### config.mk
export PLATFORM = sky130hd
export DESIGN_NAME = btn_pulse_conditioner
export DESIGN_NICKNAME = d
export VERILOG_FILES = /design/src/rtl/btn_pulse_conditioner.sv
export SDC_FILE = /design/constraint.sdc
export NUM_CORES = 1
export LEC_CHECK = 0
export CELL_PAD_IN_SITES_DETAIL_PLACEMENT = 1
export CELL_PAD_IN_SITES_GLOBAL_PLACEMENT = 1
export CORE_UTILIZATION = 45
export DETAILED_ROUTE_END_ITERATION = 8
export PLACE_DENSITY = 0.82
export SLEW_MARGIN = 10
export SYNTH_ARGS = -nofsm -noshare
export SYNTH_HDL_FRONTEND = slang
export SYNTH_SLANG_ARGS = --single-unit
### constraint.sdc
create_clock -name CLK -period 1.8 [get_ports CLK]
set_input_delay 0.45 -clock CLK [delete_from_list [all_inputs] [get_ports CLK]]
set_output_delay 0.45 -clock CLK [all_outputs]
set_load 0.02 [all_outputs]
### src/rtl/btn_pulse_conditioner.sv
// Push-button conditioner: 2-flop synchroniser, tick-gated debounce, rising-edge capture and a
// lowest-index-first arbiter that releases one-hot single-cycle pulses. Optional: BTN_AUTOREPEAT_EN.
module btn_pulse_conditioner #(
    parameter int N_BTN        = 6,
    parameter int DB_TICKS     = 4,
    parameter int HOLD_TICKS   = 500,
    parameter int REPEAT_TICKS = 100
) (
    input  logic             CLK,
    input  logic             rst,
    input  logic             tick,
    input  logic [N_BTN-1:0] btn_in,
    output logic [N_BTN-1:0] btn_level,
    output logic [N_BTN-1:0] btn_pulse,
    output logic             drop_err
);

    localparam logic [7:0] DB_LIM = 8'(DB_TICKS);

    logic [N_BTN-1:0] r_sync1;
    logic [N_BTN-1:0] r_sync2;
    logic [N_BTN-1:0] r_level;
    logic [N_BTN-1:0] r_pend;
    logic [N_BTN-1:0] r_pulse;
    logic             r_drop;
    logic [7:0]       r_cnt [N_BTN];

    logic [7:0]       w_cnt_nxt [N_BTN];
    logic [N_BTN-1:0] w_level_nxt;
    logic [N_BTN-1:0] w_rise;
    logic [N_BTN-1:0] w_rep_set;
    logic [N_BTN-1:0] w_set;
    logic [N_BTN-1:0] w_grant;
    logic [N_BTN-1:0] w_pend_nxt;
    logic             w_drop_nxt;

    // NOTE: every signal gets its hold value before any condition, so no path can infer a latch.
    always_comb begin
        for (int i = 0; i < N_BTN; i++) begin
            w_cnt_nxt[i]   = r_cnt[i];
            w_level_nxt[i] = r_level[i];
            if (tick) begin
                if (r_sync2[i] != r_level[i]) begin
                    if (r_cnt[i] == DB_LIM - 8'd1) begin
                        w_level_nxt[i] = ~r_level[i];
                        w_cnt_nxt[i]   = 8'd0;
                    end else if (r_cnt[i] != 8'hFF) begin
                        w_cnt_nxt[i] = r_cnt[i] + 8'd1;
                    end
                end else begin
                    w_cnt_nxt[i] = 8'd0;
                end
            end
        end
    end

    // Rise is taken from the next level so pend sets on the same edge the level rises.
    assign w_rise = w_level_nxt & ~r_level;

`ifdef BTN_AUTOREPEAT_EN
    localparam logic [9:0] HOLD_LIM = 10'(HOLD_TICKS);
    localparam logic [9:0] REP_LIM  = 10'(REPEAT_TICKS);

    logic [9:0]       r_rep_cnt [N_BTN];
    logic [N_BTN-1:0] r_rep_phase;
    logic [9:0]       w_rep_cnt_nxt [N_BTN];
    logic [N_BTN-1:0] w_rep_phase_nxt;
    logic [9:0]       w_rep_lim;

    always_comb begin
        w_rep_set       = '0;
        w_rep_phase_nxt = r_rep_phase;
        w_rep_lim       = HOLD_LIM;
        for (int i = 0; i < N_BTN; i++) begin
            w_rep_cnt_nxt[i] = r_rep_cnt[i];
            w_rep_lim        = r_rep_phase[i] ? REP_LIM : HOLD_LIM;
            if (!r_level[i]) begin
                w_rep_cnt_nxt[i]   = 10'd0;
                w_rep_phase_nxt[i] = 1'b0;
            end else if (tick) begin
                if (r_rep_cnt[i] == w_rep_lim - 10'd1) begin
                    w_rep_set[i]       = 1'b1;
                    w_rep_cnt_nxt[i]   = 10'd0;
                    w_rep_phase_nxt[i] = 1'b1;
                end else begin
                    w_rep_cnt_nxt[i] = r_rep_cnt[i] + 10'd1;
                end
            end
        end
    end

    always_ff @(posedge CLK) begin
        if (rst) begin
            r_rep_phase <= '0;
            for (int i = 0; i < N_BTN; i++) r_rep_cnt[i] <= 10'd0;
        end else begin
            r_rep_phase <= w_rep_phase_nxt;
            for (int i = 0; i < N_BTN; i++) r_rep_cnt[i] <= w_rep_cnt_nxt[i];
        end
    end
`else
    assign w_rep_set = '0;
`endif

    // Lowest pending index wins; a fresh set of the granted bit survives the clear.
    always_comb begin
        w_grant = '0;
        for (int i = N_BTN - 1; i >= 0; i--) begin
            if (r_pend[i]) begin
                w_grant    = '0;
                w_grant[i] = 1'b1;
            end
        end
    end

    assign w_set      = w_rise | w_rep_set;
    assign w_pend_nxt = (r_pend & ~w_grant) | w_set;
    assign w_drop_nxt = r_drop | (|(w_set & r_pend & ~w_grant));

    always_ff @(posedge CLK) begin
        if (rst) begin
            r_sync1 <= '0;
            r_sync2 <= '0;
            r_level <= '0;
            r_pend  <= '0;
            r_pulse <= '0;
            r_drop  <= 1'b0;
            // NOTE: the counter array is plain flops, so it is cleared by reset like any other state.
            for (int i = 0; i < N_BTN; i++) r_cnt[i] <= 8'd0;
        end else begin
            r_sync1 <= btn_in;
            r_sync2 <= r_sync1;
            r_level <= w_level_nxt;
            r_pend  <= w_pend_nxt;
            r_pulse <= w_grant;
            r_drop  <= w_drop_nxt;
            for (int i = 0; i < N_BTN; i++) r_cnt[i] <= w_cnt_nxt[i];
        end
    end

    assign btn_level = r_level;
    assign btn_pulse = r_pulse;
    assign drop_err  = r_drop;

endmodule
# --- Yosys cells after proc, flatten, opt, wreduce, memory -nomap -nowiden ---
# Memory sizes are Yosys's and may differ from the RTL's.
# Index checks and enable logic that the tools add are counted.
word_totals:
  inputBits: 9
  mem_bits_ro: 0
  latch_bits: 0
  memories: 1
  mem_bits_rw: 48
  elab_cells: 109
  register_bits: 31
classes:
  n_bitwise: 20
  shift: 0
  div_mod_pow: 0
  eq_ne: 18
  muxes: 57
  n_lt_le_gt_ge: 0
  n_addsub: 6
  mul: 0
  n_reduce_logical: 1
memory_table:
  columns: ["name", "words", "width", "rd", "rd_ports_with_merged_regs", "write_ports", "line_no", "rtl"]
  rows:
  - ["r_cnt", 6, 8, 6, 0, 6, "26", "logic [7:0] r_cnt [N_BTN];"]
ops:
  columns: ["cell", "count"]
  rows:
  - ["8-bit 2-to-1 mux", 30]
  - ["8-bit by 1-bit adder with 8-bit output, second input constant", 6]
  - ["8-bit by 2-bit equality test with 1-bit output, second input constant", 6]
  - ["8-bit inequality test, second input constant", 6]
  - ["6-bit 2-to-1 mux", 6]
  - ["6-bit AND", 4]
  - ["1-bit 2-to-1 mux", 21]
  - ["6-bit NOT", 2]
  - ["1-bit OR", 7]
  - ["1-bit inequality test", 6]
  - ["1-bit NOT", 6]
  - ["6-bit OR", 1]
  - ["6-bit OR reduction", 1]

# --- Logic depth before layout (Yosys ltp) ---
# Gate-level depths: netlist (run 1).
logic_depth:
  ltp_word: 10
  ltp_mapped: 6

# --- Least setup slack after synthesis (run 1) ---
# No wires, ideal clock.
synth_timing:
  path_kind: "reg2reg"
  startpoint: "memory r_cnt[2][0]"
  endpoint: "register r_drop, in the netlist drop_err"
  path_buffers: 0
  path_stages_with_launch: 6
  path_slack_ns: 0.177
  arrival_ns: 1.547
  required_ns: 1.723
  path_cell_list: "dfxtp_1 -> ha_1 -> nor4b_1 -> nand4_1 -> o221a_2 -> a41oi_2"
synth_rtl:
  columns: ["element", "line_no", "rtl"]
  rows:
  - ["start: declaration", "26", null]
  - ["end signal: assignment", "136", "r_drop <= w_drop_nxt;"]
  - ["end: declaration", "25", "logic r_drop;"]

==> flow_results.xml, run 1 <==
<?xml version="1.0" encoding="UTF-8"?>
<metrics>
  <group name="sta">
    <metric name="hold_viol" unit="">0</metric>
    <metric name="timing.max_slew.rel_slack" unit="">0.676</metric>
    <metric name="finalWorstPathRequiredPeriod" unit="ns">1.78</metric>
    <metric name="count_of_final_setup_violators" unit="">0</metric>
    <metric name="grt_setup_unrepaired" unit="">true</metric>
    <metric name="finClkSkew" unit="ns">0.00978</metric>
    <metric name="tightest_slew" unit="ns">0.479</metric>
    <metric name="post-route-period-util" unit="">0.987</metric>
    <metric name="slew_viol_final" unit="">0</metric>
    <metric name="achievable-frequency" unit="MHz">563</metric>
    <metric name="fin_worst_hold_slack" unit="ns">0.441</metric>
  </group>
  <group name="global_route">
    <metric name="grt_usage" unit="">0.275</metric>
    <metric name="grt_first_pass_wirelength" unit="mm">18.5</metric>
    <metric name="globalRouteOverflowTotal" unit="">0</metric>
    <metric name="antenna_found_initial" unit="">0</metric>
    <metric name="grt_start_max_net_pins" unit="">25</metric>
    <metric name="vias_in_the_first_global_route" unit="">3835</metric>
  </group>
  <group name="floorplanning">
    <metric name="die_y" unit="µm">92.1</metric>
    <metric name="design.portCount" unit="">22</metric>
    <metric name="rows" unit="">32</metric>
    <metric name="floorplan.die.width" unit="µm">92.1</metric>
    <metric name="fp.dieArea" unit="mm²">0.00848</metric>
    <metric name="initial_utilization" unit="">0.468</metric>
    <metric name="placeableCoreArea" unit="mm²">0.00781</metric>
  </group>
  <group name="setup_path">
    <metric name="critical_path_end_type" unit="">flop</metric>
    <metric name="setup.worst_path.start_class" unit="">input port</metric>
    <metric name="critical_path_required" unit="ns">2.09</metric>
    <metric name="kind_of_critical_path" unit="">in2reg</metric>
    <metric name="path_max_fanout" unit="">6</metric>
    <metric name="critical_path_arrival" unit="ns">2.07</metric>
  </group>
  <group name="clock_network">
    <metric name="clockBufferDepth" unit="">2</metric>
    <metric name="post_cts_buffers" unit="">0</metric>
    <metric name="cts_buffers" unit="">9</metric>
    <metric name="clk_transition_reported_paths" unit="ns">0.08</metric>
    <metric name="worstSkewPairLatency" unit="ns">0.36</metric>
    <metric name="cts.root.buffer_cell" unit="">clkbuf_8</metric>
    <metric name="cts_htree_levels" unit="">3</metric>
    <metric name="tritoncts_num_sinks" unit="">79</metric>
    <metric name="tritoncts" unit="">done</metric>
  </group>
  <group name="power">
    <metric name="total_power" unit="mW">3.24</metric>
    <metric name="peakVddDrop" unit="mV">0.461</metric>
    <metric name="power.static_leakage" unit="nW">1.66</metric>
    <metric name="power-per-cell-area" unit="mW/mm²">698</metric>
  </group>
  <group name="synthesis">
    <metric name="synth.avg_cell_area" unit="µm²">8.86</metric>
    <metric name="synth_area_leaders" unit="">dfxtp_1 (43%), a21oi_1 (5.2%), nand2_1 (3.2%)</metric>
    <metric name="yosys_warnings" unit="">0</metric>
    <metric name="sequential_cell_area_fraction_in_the_yosys_report" unit="">0.433</metric>
    <metric name="ys_async_rst_share" unit="">0</metric>
    <metric name="syn-cell-area" unit="mm²">0.00365</metric>
    <metric name="post_synth_num_cell_types" unit="">61</metric>
    <metric name="postSynthNetCount" unit="">427</metric>
    <metric name="yosys.area.top_type" unit="">dfxtp_1</metric>
    <metric name="post_synth_inst_count" unit="">412</metric>
    <metric name="synth_enable_flop_cells" unit="">0</metric>
    <metric name="synth_ff_type" unit="">dfxtp_1</metric>
    <metric name="synth_largest_type_area_fraction" unit="">0.433</metric>
    <metric name="synth_seq_cells" unit="">79</metric>
  </group>
  <group name="layout">
    <metric name="final_layout_size_suffix_gt1_frac" unit="">0.199</metric>
    <metric name="post-route-cell-area" unit="mm²">0.00465</metric>
    <metric name="insertedDiodeCount" unit="">0</metric>
    <metric name="area_growth_syn_to_layout" unit="%">27.3</metric>
    <metric name="mostFrequentLayoutCells" unit="">dfxtp_1 (78), buf_4 (54), a21oi_1 (37)</metric>
    <metric name="leading_cell_type_in_the_layout_fill_and_taps_excluded" unit="">dfxtp_1</metric>
    <metric name="n_fill_cell" unit="">926</metric>
    <metric name="utilization" unit="">0.595</metric>
    <metric name="nNetsFinal" unit="">500</metric>
  </group>
  <group name="placement">
    <metric name="port_buffers" unit="">21</metric>
    <metric name="placement.cell_area" unit="mm²">0.00435</metric>
    <metric name="gp_routability_congestion" unit="">0.841</metric>
    <metric name="dp.final_hpwl" unit="mm">7.63</metric>
  </group>
  <group name="worst_hold_path">
    <metric name="hp-class" unit="">reg2reg</metric>
  </group>
  <group name="route">
    <metric name="drt_first_pass_iters" unit="">4</metric>
    <metric name="totalWireLength" unit="mm">11.6</metric>
    <metric name="postRouteAntennaNets" unit="">0</metric>
    <metric name="post_drt_wl_per_cell" unit="µm">19.6</metric>
    <metric name="total_number_of_vias" unit="">3676</metric>
    <metric name="routed_via_density" unit="">6.23</metric>
    <metric name="drt_drc_violations_left" unit="">0</metric>
    <metric name="detail_route.iter0.violations" unit="">126</metric>
  </group>
  <group name="job">
    <metric name="timing.max_cap.violations" unit="">0</metric>
  </group>
  <group name="run_status">
    <metric name="run_status" unit="">finished, final reports clean</metric>
  </group>
</metrics>
what timing repair did:
action                     in CTS  in global routing
resized for setup              10                 19
setup endpoints to repair      11                 34
hold buffers                    0                  0
gates cloned                    0                  0
pin swaps                       0                  1
logic make-up after synthesis:
group	share of synthesized area
XOR/XNOR	0.0192
adder cells (fa/ha/maj)	0.0206
multiplexers	0.0332
AO/OA/AOI/OAI	0.180
buffers and inverters	0.0271
AND/OR/NAND/NOR	0.287
flip-flops	0.433
registers in the layout (all words and copies together) (netlist names):
| register | cells |
|---|---|
| btn_level | 6 |
| btn_pulse | 6 |
| drop_err | 1 |
| r_cnt | 48 |
| r_pend | 6 |
| r_sync1 | 6 |
| r_sync2 | 6 |
metrics by stage:
stage,setup slack [ns],TNS (ns),instances
5_1_grt,-0.0228,-0.0567,590
6_report,0.0242,0,590
3_5_place_dp,-0.385,-11.44,576
3_3_place_gp,-0.294,-8.96,576
2_1_floorplan,0.177,0,412
4_1_cts,0.00578,0,590
critical path, stage by stage:
cell	delay (ns)
clkdlybuf4s50_1	0.48
buf_4	0.17
nand2_1	0.13
buf_4	0.18
or4_1	0.51
a21oi_1	0.15
area by class of cell:
class                   instances  area (µm²)  share of cell area
well taps                     102         128              0.0275
clock inverters                 4        48.8              0.0105
flip-flops and latches         79        1580               0.341
repair buffers                 76         622               0.134
clock buffers                  10         128              0.0275
multi-input cells             310        2110               0.453
inverters                       9        33.8             0.00727
path summary, 6_finish.rpt:
path	startpoint	endpoint	slack, ns	cells past startpoint
worst max-delay path	tick	r_cnt[3][4]$_SDFFE_PP0P_	0.02	6
worst min-delay path	r_sync1[4]$_SDFF_PP0_	r_sync2[4]$_SDFF_PP0_	0.44	1
worst max register to register	r_cnt[0][0]$_SDFFE_PP0P_	r_cnt[0][3]$_SDFFE_PP0P_	0.04	7
worst min register to register	r_sync1[4]$_SDFF_PP0_	r_sync2[4]$_SDFF_PP0_	0.44	1
cell usage after synthesis, drive strengths merged (5+ instances only):
library cell  instances
xnor2                 6
o41ai                 5
clkbuf                6
nor2b                16
o31ai                11
buf                   8
nor3                 17
nor2                 31
mux2i                11
nand4                14
ha                    6
a21oi                38
nor4                  6
or4                   7
nand3                14
nor4b                 6
dfxtp                79
o21ai                14
or3                  16
a211oi                8
nand2                31
inv                   9
report_power, final:
group	internal (mW)	switching [mW]
clock	0.624	0.651
sequential	1.76	0.0115
combinational	0.0879	0.108
total	2.47	0.770
layer usage:
| metal | track usage | routed length [µm] |
|---|---|---|
| met1 | 0.328 | 4950 |
| met2 | 0.492 | 6010 |
| met3 | 0.0415 | 363 |
| met4 | 0.112 | 259 |
| met5 | 0 | 0 |
Power figures use the tool's default switching activity.
==> run 2, diff against run 1 <==
--- a/config.mk
+++ b/config.mk
@@ -8,6 +8,7 @@
 export CELL_PAD_IN_SITES_DETAIL_PLACEMENT = 1
 export CELL_PAD_IN_SITES_GLOBAL_PLACEMENT = 1
 export CORE_UTILIZATION = 45
+export CTS_CLUSTER_SIZE = 30
 export DETAILED_ROUTE_END_ITERATION = 8
 export PLACE_DENSITY = 0.82
 export SLEW_MARGIN = 10
==> results of run 2 <==
Final layout, timing and power as in run 1 (identical DEF).
